===== src/rtl/id_pkg.sv =====
// rtl/id_pkg.sv - shared opcode constants and immediate-format selector for the decode stage
package id_pkg;

  localparam logic [6:0] OP_IMM = 7'b0010011;
  localparam logic [6:0] LOAD   = 7'b0000011;
  localparam logic [6:0] JALR   = 7'b1100111;
  localparam logic [6:0] SYSTEM = 7'b1110011;
  localparam logic [6:0] STORE  = 7'b0100011;
  localparam logic [6:0] BRANCH = 7'b1100011;
  localparam logic [6:0] LUI    = 7'b0110111;
  localparam logic [6:0] AUIPC  = 7'b0010111;
  localparam logic [6:0] JAL    = 7'b1101111;
  localparam logic [6:0] OP     = 7'b0110011;

  typedef enum logic [2:0] {
    IMM_NONE,
    IMM_I,
    IMM_S,
    IMM_B,
    IMM_U,
    IMM_J
  } imm_sel_e;

endpackage


===== src/rtl/id_imm_gen.sv =====
// rtl/id_imm_gen.sv - combinational RV32I immediate generator and opcode legality check
module id_imm_gen
  import id_pkg::*;
#(
  parameter int XLEN = 32
) (
  input  logic [31:0]     instr,
  output logic [XLEN-1:0] imm,
  output imm_sel_e        imm_sel,
  output logic            illegal_op
);

  logic [31:0] imm32;

  always_comb begin
    imm_sel    = IMM_NONE;
    illegal_op = 1'b0;
    case (instr[6:0])
      OP_IMM, LOAD, JALR, SYSTEM: imm_sel = IMM_I;
      STORE:                      imm_sel = IMM_S;
      BRANCH:                     imm_sel = IMM_B;
      LUI, AUIPC:                 imm_sel = IMM_U;
      JAL:                        imm_sel = IMM_J;
      OP:                         imm_sel = IMM_NONE;
      default:                    illegal_op = 1'b1;
    endcase
  end

  always_comb begin
    imm32 = '0;
    case (imm_sel)
      IMM_I: imm32 = {{20{instr[31]}}, instr[31:20]};
      IMM_S: imm32 = {{20{instr[31]}}, instr[31:25], instr[11:7]};
      IMM_B: imm32 = {{19{instr[31]}}, instr[31], instr[7], instr[30:25], instr[11:8], 1'b0};
      IMM_U: imm32 = {instr[31:12], 12'b0};
      IMM_J: imm32 = {{11{instr[31]}}, instr[31], instr[19:12], instr[20], instr[30:21], 1'b0};
      default: imm32 = '0;
    endcase
  end

  // Every 32-bit form already carries instr[31] in its MSB, so widening sign-extends.
  assign imm = XLEN'($signed(imm32));

endmodule


===== src/rtl/id_decode_stage.sv =====
// rtl/id_decode_stage.sv - flow-controlled decode stage with register file; ID_WB_BYPASS_EN enables write-back capture bypass
module id_decode_stage
  import id_pkg::*;
#(
  parameter int XLEN   = 32,
  parameter int NREG   = 32,
  parameter int REG_AW = $clog2(NREG)
) (
  input  logic            clk,
  input  logic            reset,
  input  logic            in_valid,
  output logic            in_ready,
  input  logic [31:0]     instr,
  input  logic [XLEN-1:0] pc_in,
  input  logic            flush,
  input  logic            wb_en,
  input  logic [4:0]      wb_rd,
  input  logic [XLEN-1:0] wb_data,
  output logic            out_valid,
  input  logic            out_ready,
  output logic [XLEN-1:0] rs1_data,
  output logic [XLEN-1:0] rs2_data,
  output logic [4:0]      rs1,
  output logic [4:0]      rs2,
  output logic [4:0]      rd,
  output logic [6:0]      opcode,
  output logic [2:0]      funct3,
  output logic [6:0]      funct7,
  output logic [XLEN-1:0] imm,
  output logic [XLEN-1:0] pc_out,
  output logic            illegal
);

  function automatic logic in_range(input logic [4:0] idx);
    return {27'b0, idx} < 32'(NREG);
  endfunction

  logic [XLEN-1:0] regs [NREG];
  logic [XLEN-1:0] imm_d;
  imm_sel_e        imm_sel;
  logic            illegal_op;
  logic [4:0]      rs1_idx, rs2_idx, rd_idx;
  logic [XLEN-1:0] rs1_rd, rs2_rd;
  logic            use_rd, use_rs1, use_rs2, illegal_d;
  logic            accept, wb_write;

  id_imm_gen #(.XLEN(XLEN)) u_imm_gen (
    .instr      (instr),
    .imm        (imm_d),
    .imm_sel    (imm_sel),
    .illegal_op (illegal_op)
  );

  assign rs1_idx  = instr[19:15];
  assign rs2_idx  = instr[24:20];
  assign rd_idx   = instr[11:7];
  assign in_ready = !out_valid || out_ready;
  assign accept   = in_valid && in_ready;
  assign wb_write = wb_en && (wb_rd != 5'd0) && in_range(wb_rd);

  always_comb begin
    rs1_rd = (rs1_idx != 5'd0 && in_range(rs1_idx)) ? regs[rs1_idx[REG_AW-1:0]] : '0;
    rs2_rd = (rs2_idx != 5'd0 && in_range(rs2_idx)) ? regs[rs2_idx[REG_AW-1:0]] : '0;
`ifdef ID_WB_BYPASS_EN
    if (wb_en && wb_rd != 5'd0 && wb_rd == rs1_idx) rs1_rd = wb_data;
    if (wb_en && wb_rd != 5'd0 && wb_rd == rs2_idx) rs2_rd = wb_data;
`endif
  end

  // Field usage follows the format: S/B have no rd, U/J have no sources, only R/S/B read rs2.
  always_comb begin
    use_rd    = (imm_sel != IMM_S) && (imm_sel != IMM_B);
    use_rs1   = (imm_sel != IMM_U) && (imm_sel != IMM_J);
    use_rs2   = (imm_sel == IMM_NONE) || (imm_sel == IMM_S) || (imm_sel == IMM_B);
    illegal_d = illegal_op
              || (use_rd  && !in_range(rd_idx))
              || (use_rs1 && !in_range(rs1_idx))
              || (use_rs2 && !in_range(rs2_idx));
  end

  always_ff @(posedge clk) begin
    if (!reset) begin
      out_valid <= 1'b0;
      rs1_data  <= '0;
      rs2_data  <= '0;
      rs1       <= '0;
      rs2       <= '0;
      rd        <= '0;
      opcode    <= '0;
      funct3    <= '0;
      funct7    <= '0;
      imm       <= '0;
      pc_out    <= '0;
      illegal   <= 1'b0;
      for (int i = 0; i < NREG; i++) regs[i] <= '0;
    end else begin
      if (wb_write) regs[wb_rd[REG_AW-1:0]] <= wb_data;
      if (flush) begin
        out_valid <= 1'b0;
      end else if (accept) begin
        out_valid <= 1'b1;
        rs1_data  <= rs1_rd;
        rs2_data  <= rs2_rd;
        rs1       <= rs1_idx;
        rs2       <= rs2_idx;
        rd        <= rd_idx;
        opcode    <= instr[6:0];
        funct3    <= instr[14:12];
        funct7    <= instr[31:25];
        imm       <= imm_d;
        pc_out    <= pc_in;
        illegal   <= illegal_d;
      end else if (out_ready) begin
        out_valid <= 1'b0;
      end
    end
  end

endmodule

===== config.mk =====
export PLATFORM = sky130hd
export DESIGN_NAME = id_decode_stage
export DESIGN_NICKNAME = d
export VERILOG_FILES = /design/src/rtl/id_pkg.sv /design/src/rtl/id_imm_gen.sv /design/src/rtl/id_decode_stage.sv
export SDC_FILE = /design/constraint.sdc
export NUM_CORES = 2
export LEC_CHECK = 0
export CAP_MARGIN = 20
export CORE_ASPECT_RATIO = 1.25
export CORE_UTILIZATION = 45
export CTS_CLUSTER_DIAMETER = 100
export CTS_CLUSTER_SIZE = 25
export DETAILED_ROUTE_END_ITERATION = 8
export PLACE_DENSITY_LB_ADDON = 0.2
export SLEW_MARGIN = 20
export SYNTH_ARGS = -nofsm -noshare
export SYNTH_HDL_FRONTEND = slang
export SYNTH_HIERARCHICAL = 1
export SYNTH_SLANG_ARGS = --single-unit
export TNS_END_PERCENT = 20

===== constraint.sdc =====
create_clock -name clk -period 7.3 [get_ports clk]
set_input_delay 0.73 -clock clk [delete_from_list [all_inputs] [get_ports clk]]
set_output_delay 0.73 -clock clk [all_outputs]
set_load 0.01 [all_outputs]

======== After elaboration in Yosys (flattened, before gate mapping) ========
Memories as Yosys holds them, arrays and structs flattened.
Cells that the tools add are included.
storage, ports and cells
  bits in registers ....................... 162
  RAM bits ................................ 1,024
  memories ................................ 1
  logic and storage cells ................. 58
memories
  memory  depth  bits a word  rd ports  clocked after Yosys merged registers in  wr ports  RTL line               text
  regs    32     32           2         0                                        32        id_decode_stage.sv:38  logic [XLEN-1:0] regs [NREG];
cells by class
  bitwise operators ....................... 2
  multiplexer cells ....................... 14
  reduce and logical (&&, ||, !) cells .... 14
  equal/unequal tests ..................... 15
operators with widths
  kind                                           number
  one-hot mux 32 bit (5 select lines)            1
  two-way mux 32 bit                             3
  OR reduction 32 bit                            1
  == test 7 bit, second input constant           4
  == test 7 x 6 -> 1 bit, second input constant  3
  one-hot mux 3 bit (5 select lines)             1
  nonzero test 5 bit                             3
  == test 7 x 5 -> 1 bit, second input constant  2
  OR reduction 10 bit                            1
  two-way mux 1 bit                              8
  == test 7 x 2 -> 1 bit, second input constant  1
  == test 3 x 2 -> 1 bit, second input constant  2
  == test 3 bit, second input constant           2
  two-way mux 5 bit                              1
  OR reduction 2 bit                             2
  OR reduction 4 bit                             1
  == test 3 x 1 -> 1 bit, second input constant  1
  logical AND 1 bit                              2
  NOT 1 bit                                      2
  AND reduction 2 bit                            1
  nonzero test 2 bit                             1
  zero test 1 bit                                1
  logical OR 1 bit                               1

======== Longest topological paths before layout ========
  word-level depth ........................ 7
  depth in mapped cells ................... 9
  gate-level depth less buffers ........... 6

======== By module ========
Netlist, hierarchy kept.
modules (own cells, without submodules)
  module           area each (µm²)  times used  seq. area each (µm²)  cells each
  id_decode_stage  60,047.6         1           33,992.6              4,157
  id_imm_gen       566.8            1           0.0                   81

======== Least setup slack after synthesis ========
OpenSTA, ideal clock, no wires.
  kind .................................... input to register
  from .................................... input port wb_rd[1]
  to ...................................... memory regs[12][0], enable pin
  setup time .............................. 0.466 ns
  path slack .............................. 3.163 ns
  stages on the path ...................... 3
  data arrival time ....................... 3.671 ns
  path buffers ............................ 1
  path through ............................ or3_1 clkbuf_1 o21ai_0
RTL lines
  what                RTL line               text
  start: declaration  id_decode_stage.sv:17  input logic [4:0] wb_rd,
  end: declaration    id_decode_stage.sv:38

==> results.sh <==
export IMPL_maxCapViolCount=0
export IMPL_die_area_sq_um=136000
export IMPL_gp_congestion=0.850
export IMPL_period_share_pct=47.7
export IMPL_ir_worst_vdd_mv=0.196
export IMPL_fin_crit_ns=3.48
export IMPL_crit_path_cell_trace="clkdlybuf4s50_1 > nor2_1 > nand2_1 > o21ai_4 > buf_4"
export IMPL_clkSinkCount=1186
export IMPL_max_slew_margin_pct=20.4
export IMPL_row_count=150
export IMPL_io_pins=270
export IMPL_finClkSkew_ns=0.0336
export IMPL_rsz0062_at_grt="false"
export IMPL_critPathKind="primary input to flip-flop"
export IMPL_ctsHoldBuffers=0
export IMPL_htreeDepth=2
export IMPL_leakagePower_nw=22.3
export IMPL_hold_violations=0
export IMPL_worstPathMaxFanout=17
export IMPL_power_mw=13.4
export IMPL_max_freq_mhz=287
export IMPL_setup_viol=0
export IMPL_hold_path_class="flip-flop to flip-flop"
export IMPL_grt_total_usage_pct=30.3
export IMPL_drcViolationCount=0
export IMPL_synth_cells=4237
export IMPL_cts_clk_slew_worst_paths_ns=0.10
export IMPL_grt_max_degree=131
export IMPL_place_area_sq_um=65000
export IMPL_worstReg2RegEnd="rs2_data[3]"
export IMPL_setup_tns_ns=0
export IMPL_dp_cells=5949
export IMPL_tightest_slew_ns=1.19
export IMPL_min_from="pc_out[16]"
export IMPL_nNetsFinal=4364
export IMPL_firstDrtPassIters=5
export IMPL_die_w_microns=330
export IMPL_critPathLaunchType="primary input"
export IMPL_synthToLayoutAreaGrowth_pct=9.87
export IMPL_design_area_sq_um=66600
export IMPL_viasPerCell=6.38
export IMPL_die_y_microns=412
export IMPL_slowest_stage="o21ai_4"
export IMPL_r2r_cells=5
export IMPL_drive_gt1_share_pct=21.1
export IMPL_cp_data_required_time_ns=7.66
export IMPL_routed_wirelength_microns=208000
export IMPL_worst_setup_path_end_kind="flip-flop"
export IMPL_cts_inserted_buffers=54
export IMPL_vias=38700
export IMPL_outcome="complete, no violations"
export IMPL_slowest_delay_ns=1.11
export IMPL_ctsResizeCount=0
export IMPL_final_cells=6058
export IMPL_worst_path_buf_inv=2
export IMPL_antenna_found_initial=19
export IMPL_ys_warn_count=6
export IMPL_post_cts_buffers=0
export IMPL_start_util_pct=45.4
export IMPL_core_area_sq_um=134000
export IMPL_syn_area_per_cell_sq_um=14.3
export IMPL_cts_tree="built"
export IMPL_cp_top_family="buffers and inverters"
export IMPL_drtAntennaViolNets=0
export IMPL_io_buffers=269
export IMPL_first_iter_violations=4768
export IMPL_insertion_delay_ns=0.74
export IMPL_clk_path_buf_depth=3
export IMPL_grt_pass1_vias=38600
export IMPL_grt_ovfl_total=0
export IMPL_r2r_start="out_valid"
export IMPL_slew_viol_final=0
export IMPL_dpl_hpwl_microns=124000
export IMPL_cp_arrival_ns=3.84
export IMPL_root_buffer="clkbuf_16"
export IMPL_power_density_nw_per_um2=202
export IMPL_netlist_area_sq_um=60600
export IMPL_reg2reg_slack_ns=4.38
export IMPL_grt_pass1_wl_microns=290000
export IMPL_wl_per_cell_microns=34.4
export IMPL_hold_path_cell_count=2
export IMPL_holdPathEnd="pc_out[16]"
## worst reg2reg max path, delay by kind of cell, from the launching register on
family,cells,cell delay (ns)
AO/OA/AOI/OAI,2,1.04
AND/OR/NAND/NOR,2,0.66
flip-flops,1,0.35
buffers and inverters,1,0.82
## flip-flops by register name, indices dropped and copies added, names as in the netlist
| name | count |
|---|---|
| funct3 | 3 |
| funct7 | 7 |
| illegal | 1 |
| imm | 32 |
| opcode | 7 |
| out_valid | 1 |
| pc_out | 32 |
| rd | 5 |
| regs | 1024 |
| rs1 | 5 |
| rs1_data | 32 |
| rs2 | 5 |
| rs2_data | 32 |
## layer usage
metal  track usage [%]  wire length, microns
met4              13.9                 11200
met5                 0                    39
met1              38.6                 77100
met2              49.8                 99900
met3              6.29                 19900
## power by group
| group | internal [mW] | switching [mW] | total [mW] |
|---|---|---|---|
| sequential | 7.71 | 0.216 | 7.93 |
| combinational | 0.793 | 1.00 | 1.80 |
| clock | 1.46 | 2.26 | 3.72 |
## how the worst max path moves through the flow
stage / from / to / cells after the start
2_1_floorplan: wb_rd[1] / regs[12][0] / 3
3_3_place_gp: wb_rd[4] / regs[5][25] / 5
3_5_place_dp: wb_rd[4] / regs[15][1] / 4
4_1_cts: wb_rd[4] / regs[15][8] / 4
5_1_grt: wb_rd[4] / regs[5][28] / 5
6_report: wb_rd[4] / regs[5][26] / 5
## area by class of cell
class,count,area [sq um]
Antenna cell,8,20.0
Clock buffer,95,1540
Clock inverter,6,73.8
Fill cell,11300,67000
Inverter,3,16.3
Multi-Input combinational cell,2640,25200
Sequential cell,1186,34000
Tap cell,1748,2190
Timing Repair Buffer,372,3560
## per-stage QoR
stage / util [%] / hold WS (ns) / setup WS (ns)
2_1_floorplan: - / 0.481 / 3.16
3_3_place_gp: 48.6 / 0.441 / 3.19
3_5_place_dp: 48.6 / 0.446 / 3.23
4_1_cts: 49.8 / 0.442 / 3.98
5_1_grt: 49.8 / 0.472 / 3.81
6_report: 49.8 / 0.457 / 3.82
## placed cells by master, fill, tap and decap left out, types with 3 or more instances in the layout
cell                n
or3_1               3
and4_2              3
nand4_1             4
nor2b_1             6
buf_12              8
inv_6               3
mux2_2            192
clkdlybuf4s50_1   247
clkbuf_1           39
nand3_1             9
a22o_1             43
nand3b_1            3
a31oi_1             3
nor2_4             29
o221ai_1           39
a221o_1            25
buf_4              96
conb_1             32
edfxtp_1         1024
a21oi_1           127
dfxtp_1           162
buf_8               6
clkbuf_16          55
nor2_1              7
diode_2             8
buf_2              13
mux4_2            448
o21ai_4            31
mux2i_1           128
nand2_1           329
nor2_2              4
a22oi_1            25
a21o_1             19
o2111ai_1          64
and2_1            998
o21ai_0            39
No activity file was read; power rests on OpenSTA's default activity.
